--- src/rtl/cpu_sequencer_if.sv ---
// cpu_sequencer_if: opcode in, datapath strobes out between the sequencer and the CPU datapath.
interface cpu_sequencer_if;
   logic [2:0] opcode;
   logic       sel;
   logic       rd;
   logic       ld_ir;
   logic       pc_en;
   logic       ld_ac;
   logic       wr;
   logic       data_e;
   modport master (input opcode, output sel, rd, ld_ir, pc_en, ld_ac, wr, data_e);
   modport slave (output opcode, input sel, rd, ld_ir, pc_en, ld_ac, wr, data_e);
endinterface

--- src/rtl/cpu_sequencer.sv ---
// cpu_sequencer: eight-phase fetch/execute/store control FSM for the 8-bit RISC CPU,
// with a sticky halt, single-step gating and a retired-instruction counter.
module cpu_sequencer #(
   parameter int RETIRE_W = 8
) (
   input  logic                clock,
   input  logic                reset,
   input  logic                enable,
   input  logic                step_mode,
   input  logic                step,
   cpu_sequencer_if.master     bus,
   output logic [2:0]          phase,
   output logic                halt,
   output logic [RETIRE_W-1:0] retired
);
   typedef enum logic [2:0] {
      INST_ADDR, INST_FETCH, INST_LOAD, IDLE, OP_ADDR, OP_FETCH, ALU_OP, STORE
   } state_t;
   localparam logic [2:0] OP_HLT = 3'b000;
   localparam logic [2:0] OP_ADD = 3'b010;
   localparam logic [2:0] OP_AND = 3'b011;
   localparam logic [2:0] OP_XOR = 3'b100;
   localparam logic [2:0] OP_LDA = 3'b101;
   localparam logic [2:0] OP_STO = 3'b110;
   state_t              state_q, state_d;
   logic                halt_d, adv, on, hlt, alu_op, sto;
   logic [RETIRE_W-1:0] retired_d;
   always_ff @(posedge clock or negedge reset)
      if (!reset) begin
         state_q <= INST_ADDR;
         halt    <= 1'b0;
         retired <= '0;
      end else begin
         state_q <= state_d;
         halt    <= halt_d;
         retired <= retired_d;
      end
   // reset is folded into the strobe gate so every strobe, sel included, drops the moment reset asserts
   always_comb begin
      adv         = enable && !halt;
      on          = reset && adv;
      hlt         = state_q == OP_ADDR && bus.opcode == OP_HLT;
      alu_op      = bus.opcode inside {OP_ADD, OP_AND, OP_XOR, OP_LDA};
      sto         = bus.opcode == OP_STO;
      state_d     = state_q;
      if (adv && !hlt && (state_q != INST_ADDR || !step_mode || step))
         state_d = state_t'(state_q + 3'd1);
      halt_d      = halt || (adv && hlt);
      retired_d   = retired + RETIRE_W'(adv && state_q == STORE);
      bus.sel     = on && state_q <= IDLE;
      bus.rd      = on && ((state_q >= INST_FETCH && state_q <= IDLE) || (state_q >= OP_FETCH && alu_op));
      bus.ld_ir   = on && (state_q == INST_LOAD || state_q == IDLE);
      bus.pc_en   = on && state_q == OP_ADDR && bus.opcode != OP_HLT;
      bus.ld_ac   = on && state_q == STORE && alu_op;
      bus.wr      = on && state_q == STORE && sto;
      bus.data_e  = on && (state_q == ALU_OP || state_q == STORE) && sto;
   end
   assign phase = state_q;
endmodule

--- src/flat_wrapper.sv ---
// flat-port wrapper written by rule: the top's interface ports become plain ports
module cpu_sequencer_flat 
#(
   parameter int RETIRE_W = 8
)
  (clock, reset, enable, step_mode, step, phase, halt, retired, bus_opcode, bus_sel, bus_rd, bus_ld_ir, bus_pc_en, bus_ld_ac, bus_wr, bus_data_e);
  cpu_sequencer_if bus_i ();
  input  logic clock;
  input  logic reset;
  input  logic enable;
  input  logic step_mode;
  input  logic step;
  output logic [2:0] phase;
  output logic halt;
  output logic [RETIRE_W-1:0] retired;
  input wire logic [$bits(bus_i.opcode)-1:0] bus_opcode;
  output wire logic [$bits(bus_i.sel)-1:0] bus_sel;
  output wire logic [$bits(bus_i.rd)-1:0] bus_rd;
  output wire logic [$bits(bus_i.ld_ir)-1:0] bus_ld_ir;
  output wire logic [$bits(bus_i.pc_en)-1:0] bus_pc_en;
  output wire logic [$bits(bus_i.ld_ac)-1:0] bus_ld_ac;
  output wire logic [$bits(bus_i.wr)-1:0] bus_wr;
  output wire logic [$bits(bus_i.data_e)-1:0] bus_data_e;
  assign bus_i.opcode = bus_opcode;
  assign bus_sel = bus_i.sel;
  assign bus_rd = bus_i.rd;
  assign bus_ld_ir = bus_i.ld_ir;
  assign bus_pc_en = bus_i.pc_en;
  assign bus_ld_ac = bus_i.ld_ac;
  assign bus_wr = bus_i.wr;
  assign bus_data_e = bus_i.data_e;
  cpu_sequencer #(.RETIRE_W(RETIRE_W)) u_core (.clock(clock), .reset(reset), .enable(enable), .step_mode(step_mode), .step(step), .bus(bus_i), .phase(phase), .halt(halt), .retired(retired));
endmodule
--- config.mk ---
export PLATFORM = sky130hd
export DESIGN_NAME = cpu_sequencer_flat
export DESIGN_NICKNAME = d
export VERILOG_FILES = /design/src/rtl/cpu_sequencer_if.sv /design/src/rtl/cpu_sequencer.sv /design/src/flat_wrapper.sv
export SDC_FILE = /design/constraint.sdc
export NUM_CORES = 1
export LEC_CHECK = 0
export ABC_AREA = 1
export CORE_MARGIN = 2
export CORE_UTILIZATION = 25
export DETAILED_ROUTE_END_ITERATION = 7
export GPL_TIMING_DRIVEN = 1
export MAX_ROUTING_LAYER = met4
export PLACE_DENSITY = 0.54
export SYNTH_ARGS = -nofsm -noshare
export SYNTH_HDL_FRONTEND = slang
export SYNTH_SLANG_ARGS = --single-unit
export TNS_END_PERCENT = 30
--- constraint.sdc ---
create_clock -name clock -period 4.5 [get_ports clock]
set_input_delay 1.125 -clock clock [delete_from_list [all_inputs] [get_ports clock]]
set_output_delay 1.125 -clock clock [all_outputs]
set_load 0.02 [all_outputs]
==> results of run 1 <==
layout make-up:
cell class	instances	area, µm²
clock buffer	4	36.3
fill	320	1880
inverter	16	60.1
multi-input combinational	65	413
sequential	12	300
tap	33	41.3
timing repair buffer	27	268
power groups by stage:
| stage | Clock, mW | Sequential [mW] | Combinational [mW] |
|---|---|---|---|
| 5_1_grt | 0.0908 | 0.182 | 0.283 |
| 3_5_place_dp | 0 | 0.180 | 0.258 |
| 4_1_cts | 0.0867 | 0.178 | 0.261 |
| 2_1_floorplan | 0 | 0.205 | 0.124 |
| 6_report | 0.0832 | 0.176 | 0.257 |
| 3_3_place_gp | 0 | 0.180 | 0.258 |
routing by layer:
metal,vias to the layer above,share of wire [%],wire length (µm),GRT usage [%]
met5,-,0,0,-
met1,312,48,803,13.3
met4,0,0.84,14,4.13
met3,3,2.6,44,1.97
met2,12,48,806,16.2
li1,364,-,-,-
final timing paths:
path / start / endpoint / slack [ns] / cells after the start
max: enable / bus_ld_ac / 0.60 / 6
min: u_core.retired[0]$_DFF_PN0_ / u_core.retired[0]$_DFF_PN0_ / 0.52 / 1
max reg2reg: u_core.phase[1]$_DFFE_PN0P_ / u_core.retired[6]$_DFF_PN0_ / 2.52 / 9
min reg2reg: u_core.retired[0]$_DFF_PN0_ / u_core.retired[0]$_DFF_PN0_ / 0.52 / 1
max in group asynchronous: reset / u_core.retired[7]$_DFF_PN0_ / 3.08 / 2
min in group asynchronous: reset / u_core.retired[2]$_DFF_PN0_ / 1.26 / 2
Yosys cell counts:
cell and instances:
sky130_fd_sc_hd__inv_1 15, sky130_fd_sc_hd__nand2_1 20, sky130_fd_sc_hd__nand3_2 1, sky130_fd_sc_hd__nand2_2 1
sky130_fd_sc_hd__ha_1 8, sky130_fd_sc_hd__a21oi_1 4, sky130_fd_sc_hd__dfrtp_1 12, sky130_fd_sc_hd__xor2_1 3
sky130_fd_sc_hd__nor4_1 1, sky130_fd_sc_hd__o21bai_1 1, sky130_fd_sc_hd__nor3_1 1, sky130_fd_sc_hd__xnor2_1 1
sky130_fd_sc_hd__nand4_1 5, sky130_fd_sc_hd__clkinv_1 1, sky130_fd_sc_hd__nor2_2 1, sky130_fd_sc_hd__nand3b_1 1
sky130_fd_sc_hd__nor2_1 8, sky130_fd_sc_hd__nand3_1 5, sky130_fd_sc_hd__nor2_4 2, sky130_fd_sc_hd__a211oi_1 1
sky130_fd_sc_hd__nand3_4 1
sequential cells by signal, indices dropped and copies added (netlist names):
register	count
u_core.retired	8
u_core.halt	1
u_core.phase	3
cell families (layout without fill, tap and decap cells):
| family | Yosys count | in the layout | share of synthesized area [%] |
|---|---|---|---|
| fa+ha+maj | 8 | 8 | 12.9 |
| simple gates | 47 | 47 | 31.4 |
| xor+xnor | 4 | 4 | 4.53 |
| compound gates | 6 | 6 | 4.53 |
| flops | 12 | 12 | 38.8 |
| buf+inv | 16 | 47 | 7.77 |
cells in the final DEF, fill, tap and decap left out, drive strengths merged:
| cell | count |
|---|---|
| clkinv | 1 |
| clkbuf | 4 |
| inv | 15 |
| nand3b | 1 |
| nor4 | 1 |
| xor2 | 3 |
| a211oi | 1 |
| nand3 | 7 |
| o21bai | 1 |
| nor2 | 11 |
| xnor2 | 1 |
| clkdlybuf4s50 | 26 |
| buf | 1 |
| a21oi | 4 |
| dfrtp | 12 |
| nand2 | 21 |
| nor3 | 1 |
| nand4 | 5 |
| ha | 8 |
metrics by stage:
stage	utilization (%)	area [µm²]	hold WS (ns)	setup slack (ns)
finish	37.3	1120	0.516	0.596
CTS	37.3	1120	0.524	0.602
global route	37.3	1120	0.539	0.470
detailed placement	36.0	1080	0.503	0.606
floorplan	-	773	0.593	1.33
global placement	36.0	1080	0.481	0.651
==> insert_results.sql, run 1 <==
INSERT INTO impl_metrics (metric_group, metric, value, unit) VALUES
('detailed_routing', 'post_drt_via_cell_ratio', '4.40', ''),
('power_and_ir_drop', 'clock_power_share', '16.1', '%'),
('sta', 'worstMarginPinSlew', '0.257', 'ns'),
('yosys', 'netlist_area', '773', 'µm²'),
('final_layout', 'share_of_final_layout_standard_cells_stronger_than_drive_strength_1', '8.87', '%'),
('sta', 'final.period_utilization', '86.8', '%'),
('yosys', 'synth_sequential_area_ratio', '38.8', '%'),
('floorplan', 'die_w', '59.6', 'µm'),
('sta', 'final_hold_viol_count', '0', ''),
('cts', 'clock_sink_count', '12', ''),
('critical_path', 'crit_path_frequent_cell', 'sky130_fd_sc_hd__clkdlybuf4s50_1', ''),
('sta', 'setup_total_negative_slack', '0', 'ns'),
('detailed_routing', 'post_route_antenna_net_violation_count', '0', ''),
('sta', 'max_freq', '256', 'MHz'),
('placement', 'portBuffers', '26', ''),
('cts', 'tritoncts_clock_tree', 'done', ''),
('final_layout', 'antenna-diode-count', '0', ''),
('cts', 'post-cts-setup-buffers', '0', ''),
('placement', 'gpl.final_weighted_congestion', '0.716', ''),
('cts', 'cts.repair.resized', '0', ''),
('critical_path', 'crit_path_cell_trace', 'clkdlybuf4s50_1 > inv_1 > nor2_4 > nand2_2 > nor4_1 > clkdlybuf4s50_1', ''),
('detailed_routing', 'drt-total-wl', '1670', 'µm'),
('sta', 'timing.final.max_slew_violations', '0', ''),
('cts', 'cts_hold_buffers', '0', ''),
('detailed_routing', 'firstDrtPassIters', '4', ''),
('sta', 'finalCriticalPeriod', '3.90', 'ns'),
('critical_path', 'timing.critical_path.required', '3.38', 'ns'),
('flow_run', 'max_cap_violations', '0', ''),
('yosys', 'synth_fp_nets', '109', ''),
('critical_path', 'critPathMaxStageDelay', '0.66', 'ns'),
('placement', 'dp_hpwl', '1370', 'µm'),
('power_and_ir_drop', 'share_seq_of_total_power', '34.0', '%'),
('power_and_ir_drop', 'sw_frac_of_total', '41.8', '%'),
('floorplan', 'fp.dieH', '59.6', 'µm'),
('yosys', 'synth.yosys.warnings', '0', ''),
('grt', 'gr-usage-all-layers', '10.4', '%'),
('critical_path', 'crit_family', 'buffers and inverters', ''),
('grt', 'grt_pass1_wl', '2760', 'µm'),
('grt', 'grt_pass1_vias', '657', ''),
('yosys', 'syn_inst', '93', ''),
('floorplan', 'start_util', '25.8', '%'),
('power_and_ir_drop', 'p_sw', '216', 'µW'),
('detailed_routing', 'vias', '691', ''),
('worst_hold_path', 'timing.hold.worst.class', 'flip-flop to flip-flop', ''),
('sta', 'skew', '0.00678', 'ns'),
('yosys', 'number_of_distinct_library_cells_after_synthesis', '21', ''),
('final_layout', 'area_delta_synth_final', '44.7', '%'),
('critical_path', 'crit_path_top_delay_cell', 'sky130_fd_sc_hd__clkdlybuf4s50_1', ''),
('grt', 'grt_max_degree', '13', ''),
('critical_path', 'crit_type', 'input pin to output port', ''),
('cts', 'clk_pin_slew_worst_paths', '0.07', 'ns'),
('yosys', 'yosys.area.top_type_share', '38.8', '%'),
('power_and_ir_drop', 'irDropWorstVdd', '0.000195', 'V'),
('power_and_ir_drop', 'pleak', '0.542', 'nW'),
('floorplan', 'fp.dieArea', '3550', 'µm²'),
('placement', 'post-place-cells', '153', ''),
('critical_path', 'critical_path_peak_fanout', '6', ''),
('critical_path', 'cp_num_buf_inv', '3', ''),
('floorplan', 'io_pins', '27', ''),
('yosys', 'top_post_synthesis_cells_by_area', 'sky130_fd_sc_hd__dfrtp_1, sky130_fd_sc_hd__ha_1, sky130_fd_sc_hd__nand2_1', ''),
('power_and_ir_drop', 'intPower', '301', 'µW'),
('yosys', 'number_of_register_bits_inferred_by_synthesis', '12', ''),
('final_layout', 'final_nets', '141', ''),
('grt', 'grt-ovfl-total', '0', ''),
('final_layout', 'final_cells', '157', ''),
('sta', 'rsz_0062_raised_after_global_routing', 'no', ''),
('detailed_routing', 'initialDrtViolationCount', '15', ''),
('yosys', 'synthDominantAreaCellType', 'sky130_fd_sc_hd__dfrtp_1', ''),
('sta', 'setup_viol', '0', ''),
('run_status', 'run_status', 'completed', ''),
('floorplan', 'std_cell_rows', '20', '');
Note: power is estimated with default switching activity, not from simulation.
==> run 2, diff against run 1 <==
Settings changed: SETUP_SLACK_MARGIN set to 0.1.
==> results of run 2 <==
The final DEF is identical to that of run 1; final timing and power are the same.
==> RTL change (settings of run 1) <==
Register the output `retired` once more; this adds one clock of latency there. The other outputs are not delayed to match.
--- a/src/rtl/cpu_sequencer.sv
+++ b/src/rtl/cpu_sequencer.sv
@@ -23,4 +23,6 @@
    localparam logic [2:0] OP_LDA = 3'b101;
    localparam logic [2:0] OP_STO = 3'b110;
+
+   logic [RETIRE_W-1:0] retired_s0;
    state_t              state_q, state_d;
    logic                halt_d, adv, on, hlt, alu_op, sto;
@@ -30,9 +32,9 @@
          state_q <= INST_ADDR;
          halt    <= 1'b0;
-         retired <= '0;
+         retired_s0 <= '0;
       end else begin
          state_q <= state_d;
          halt    <= halt_d;
-         retired <= retired_d;
+         retired_s0 <= retired_d;
       end
    // reset is folded into the strobe gate so every strobe, sel included, drops the moment reset asserts
@@ -47,5 +49,5 @@
          state_d = state_t'(state_q + 3'd1);
       halt_d      = halt || (adv && hlt);
-      retired_d   = retired + RETIRE_W'(adv && state_q == STORE);
+      retired_d   = retired_s0 + RETIRE_W'(adv && state_q == STORE);
       bus.sel     = on && state_q <= IDLE;
       bus.rd      = on && ((state_q >= INST_FETCH && state_q <= IDLE) || (state_q >= OP_FETCH && alu_op));
@@ -57,4 +59,8 @@
    end
    assign phase = state_q;
+   always_ff @(posedge clock) begin
+      retired <= retired_s0;
+   end
+
 endmodule
 
Function: changed (a bounded check fails within 10 cycles, from zero or initial values and one cycle with reset low).
==> RTL change against run 1 <==
Setup slack better by 20 ps. Sequential power is 47% higher. Sequential share of layout area is 7.6 points higher. Register-to-register slack worse by 100 ps. Highest routed layer unchanged. Area after synthesis is 21% higher. Total power is 36% higher. Non-clock buffer count stayed put. Maximum frequency is 0.51% higher. Cell area is 19% higher. Routed wire length is 20% higher. Largest cell class is now flip-flops and latches. Sequential cell count is 8 higher.
==> RTL change: results (changes against run 1) <==
- Run status: completed (unchanged)
- Clock latency on the worst-skew pair: 260 ps
- Count of input and output buffers: 26 (unchanged)
- Layout cells sized above 1: 8.27% (was 8.87%)
- Top Metal Used: met4 (unchanged)
- Global placement routability congestion: 0.786 (was 0.716)
- Nets@finish: 150 (was 141)
- WL met1: 940 um (was 803 um)
- Max Clk Rate: 0.257 GHz (was 0.256 GHz)
- Max incr delay on CP: 650 ps
- CP endpoint: bus_pc_en (was bus_ld_ac)
- Antenna violations before repair: 0 (unchanged)
- H-tree depth: 1 (unchanged)
- CP Max Fanout: 6 (unchanged)
- Synth unique cells: 22 (was 21)
- Worst-Margin Slew: 256 ps (was 257 ps)
- Crit end category: primary output (unchanged)
- DR WL met2: 913 um (was 806 um)
- DR WL met3: 108 um (was 44 um)
- R2r setup slk: 2420 ps (was 2520 ps)
- Pin count of the biggest net entering global routing: 13 (unchanged)
- Drt initial violations: 17 (was 15)
- Async SR Flop Fraction: 60.0% (was 100%)
- Gates resized, CTS repair: 0 (unchanged)
- Fill cells: 389 (was 320)
- First-pass GRT wire length: 3.23 mm (was 2.76 mm)
- Clock Root Buffer: clkbuf_8 (was clkbuf_4)
- R2R depth: 9 (unchanged)
- GRT Total Usage: 10.0% (was 10.4%)
- Worst path arrival time: 2760 ps (was 2780 ps)
- Reg-to-Reg Start: u_core.phase[1] (unchanged)
- Clock-pin slew on the worst setup and hold paths: 80 ps
- Total wire length: 2.00 mm (was 1.67 mm)
- Skew final: 1.76 ps (was 6.78 ps)
- Top cells by count, synth: nand2_1, inv_1, dfrtp_1 (unchanged)
- Vias per cell: 4.27 (was 4.40)
- Cells after Synth: 102 (was 93)
- Worst vdd ir: 0.000152 V (was 0.000195 V)
- Post-synth net total: 118 (was 109)
- HP Class: register to register (unchanged)
- WL/cell: 11.0 um (was 10.6 um)
- Reg-to-reg endpoint: u_core.retired_s0[6] (was u_core.retired[6])
- Synthesis Warnings: 0 (unchanged)
- Ys flop type: dfrtp_1 (unchanged)
- Largest delay contributor family on the critical path: buffers and inverters (unchanged)
- Vias in the first global route: 748 (was 657)
- Placed insts: 177 (was 153)
- Critical path origin: enable (unchanged)
- Post-place setup slack: 620 ps (was 606 ps)
- Final HPWL DP: 1.55 mm (was 1.37 mm)
- Seq/Total Area, Yosys: 49.1% (was 38.8%)
- Leak Pwr: 0.629 nW (was 0.542 nW)
- Clk buf depth: 2 (unchanged)
- Synth area leaders: dfrtp_1, dfxtp_1, ha_1 (was dfrtp_1, ha_1, nand2_1)
-- RTL change: cell count changes after synthesis --
cell and delta:
dfxtp_1 +8, nor4_1 -1, nand2_1 +3, inv_1 -1, and3_1 +1, nor2_1 -1
-- RTL change: cell families after synthesis --
family | share of synthesized area [%]
AO/OA/AOI/OAI | 3.74
XOR/XNOR | 3.74
adder cells (fa/ha/maj) | 10.7
buffers and inverters | 6.01
flip-flops | 49.1
AND/OR/NAND/NOR | 26.7
-- RTL change: where the power goes --
group          switching [mW]  total, mW  internal (mW)
Combinational           0.144      0.260          0.116
Clock                  0.0630      0.182          0.119
Sequential             0.0401      0.258          0.218
-- RTL change: per-layer routing --
metal / global-route usage, % / up-vias
li1: - / 387
met1: 12.1 / 356
met2: 16.5 / 24
met3: 1.71 / 5
met4: 4.69 / 0
met5: - / -
-- RTL change: layout make-up --
class	count	area [um^2]	share of cell area [%]
Inverter	15	56.3	4.21
Sequential cell	20	460	34.5
Timing Repair Buffer	27	268	20.0
Multi-Input combinational cell	67	420	31.5
Clock buffer	3	41.3	3.09
Tap cell	48	60.1	4.49
Clock inverter	1	30.0	2.25
-- RTL change: metrics by stage --
| step | utilization [%] | area (um^2) |
|---|---|---|
| floorplan | - | 937 |
| global placement | 34.8 | 1260 |
| detailed placement | 34.8 | 1260 |
| CTS | 36.8 | 1340 |
| global route | 36.8 | 1340 |
| finish | 36.8 | 1340 |
-- RTL change: worst min path at each step --
stage / start / to / slack [ps] / depth (start not counted)
2_1_floorplan: u_core.retired_s0[0] / u_core.retired[0] / 350 / 0
3_3_place_gp: u_core.retired_s0[0] / u_core.retired[0] / 360 / 0
4_1_cts: u_core.retired_s0[0] / u_core.retired[0] / 380 / 0
6_report: u_core.retired_s0[0] / u_core.retired[0] / 380 / 0
3_5_place_dp: u_core.retired_s0[0] / u_core.retired[0] / 360 / 0
5_1_grt: u_core.retired_s0[0] / u_core.retired[0] / 390 / 0
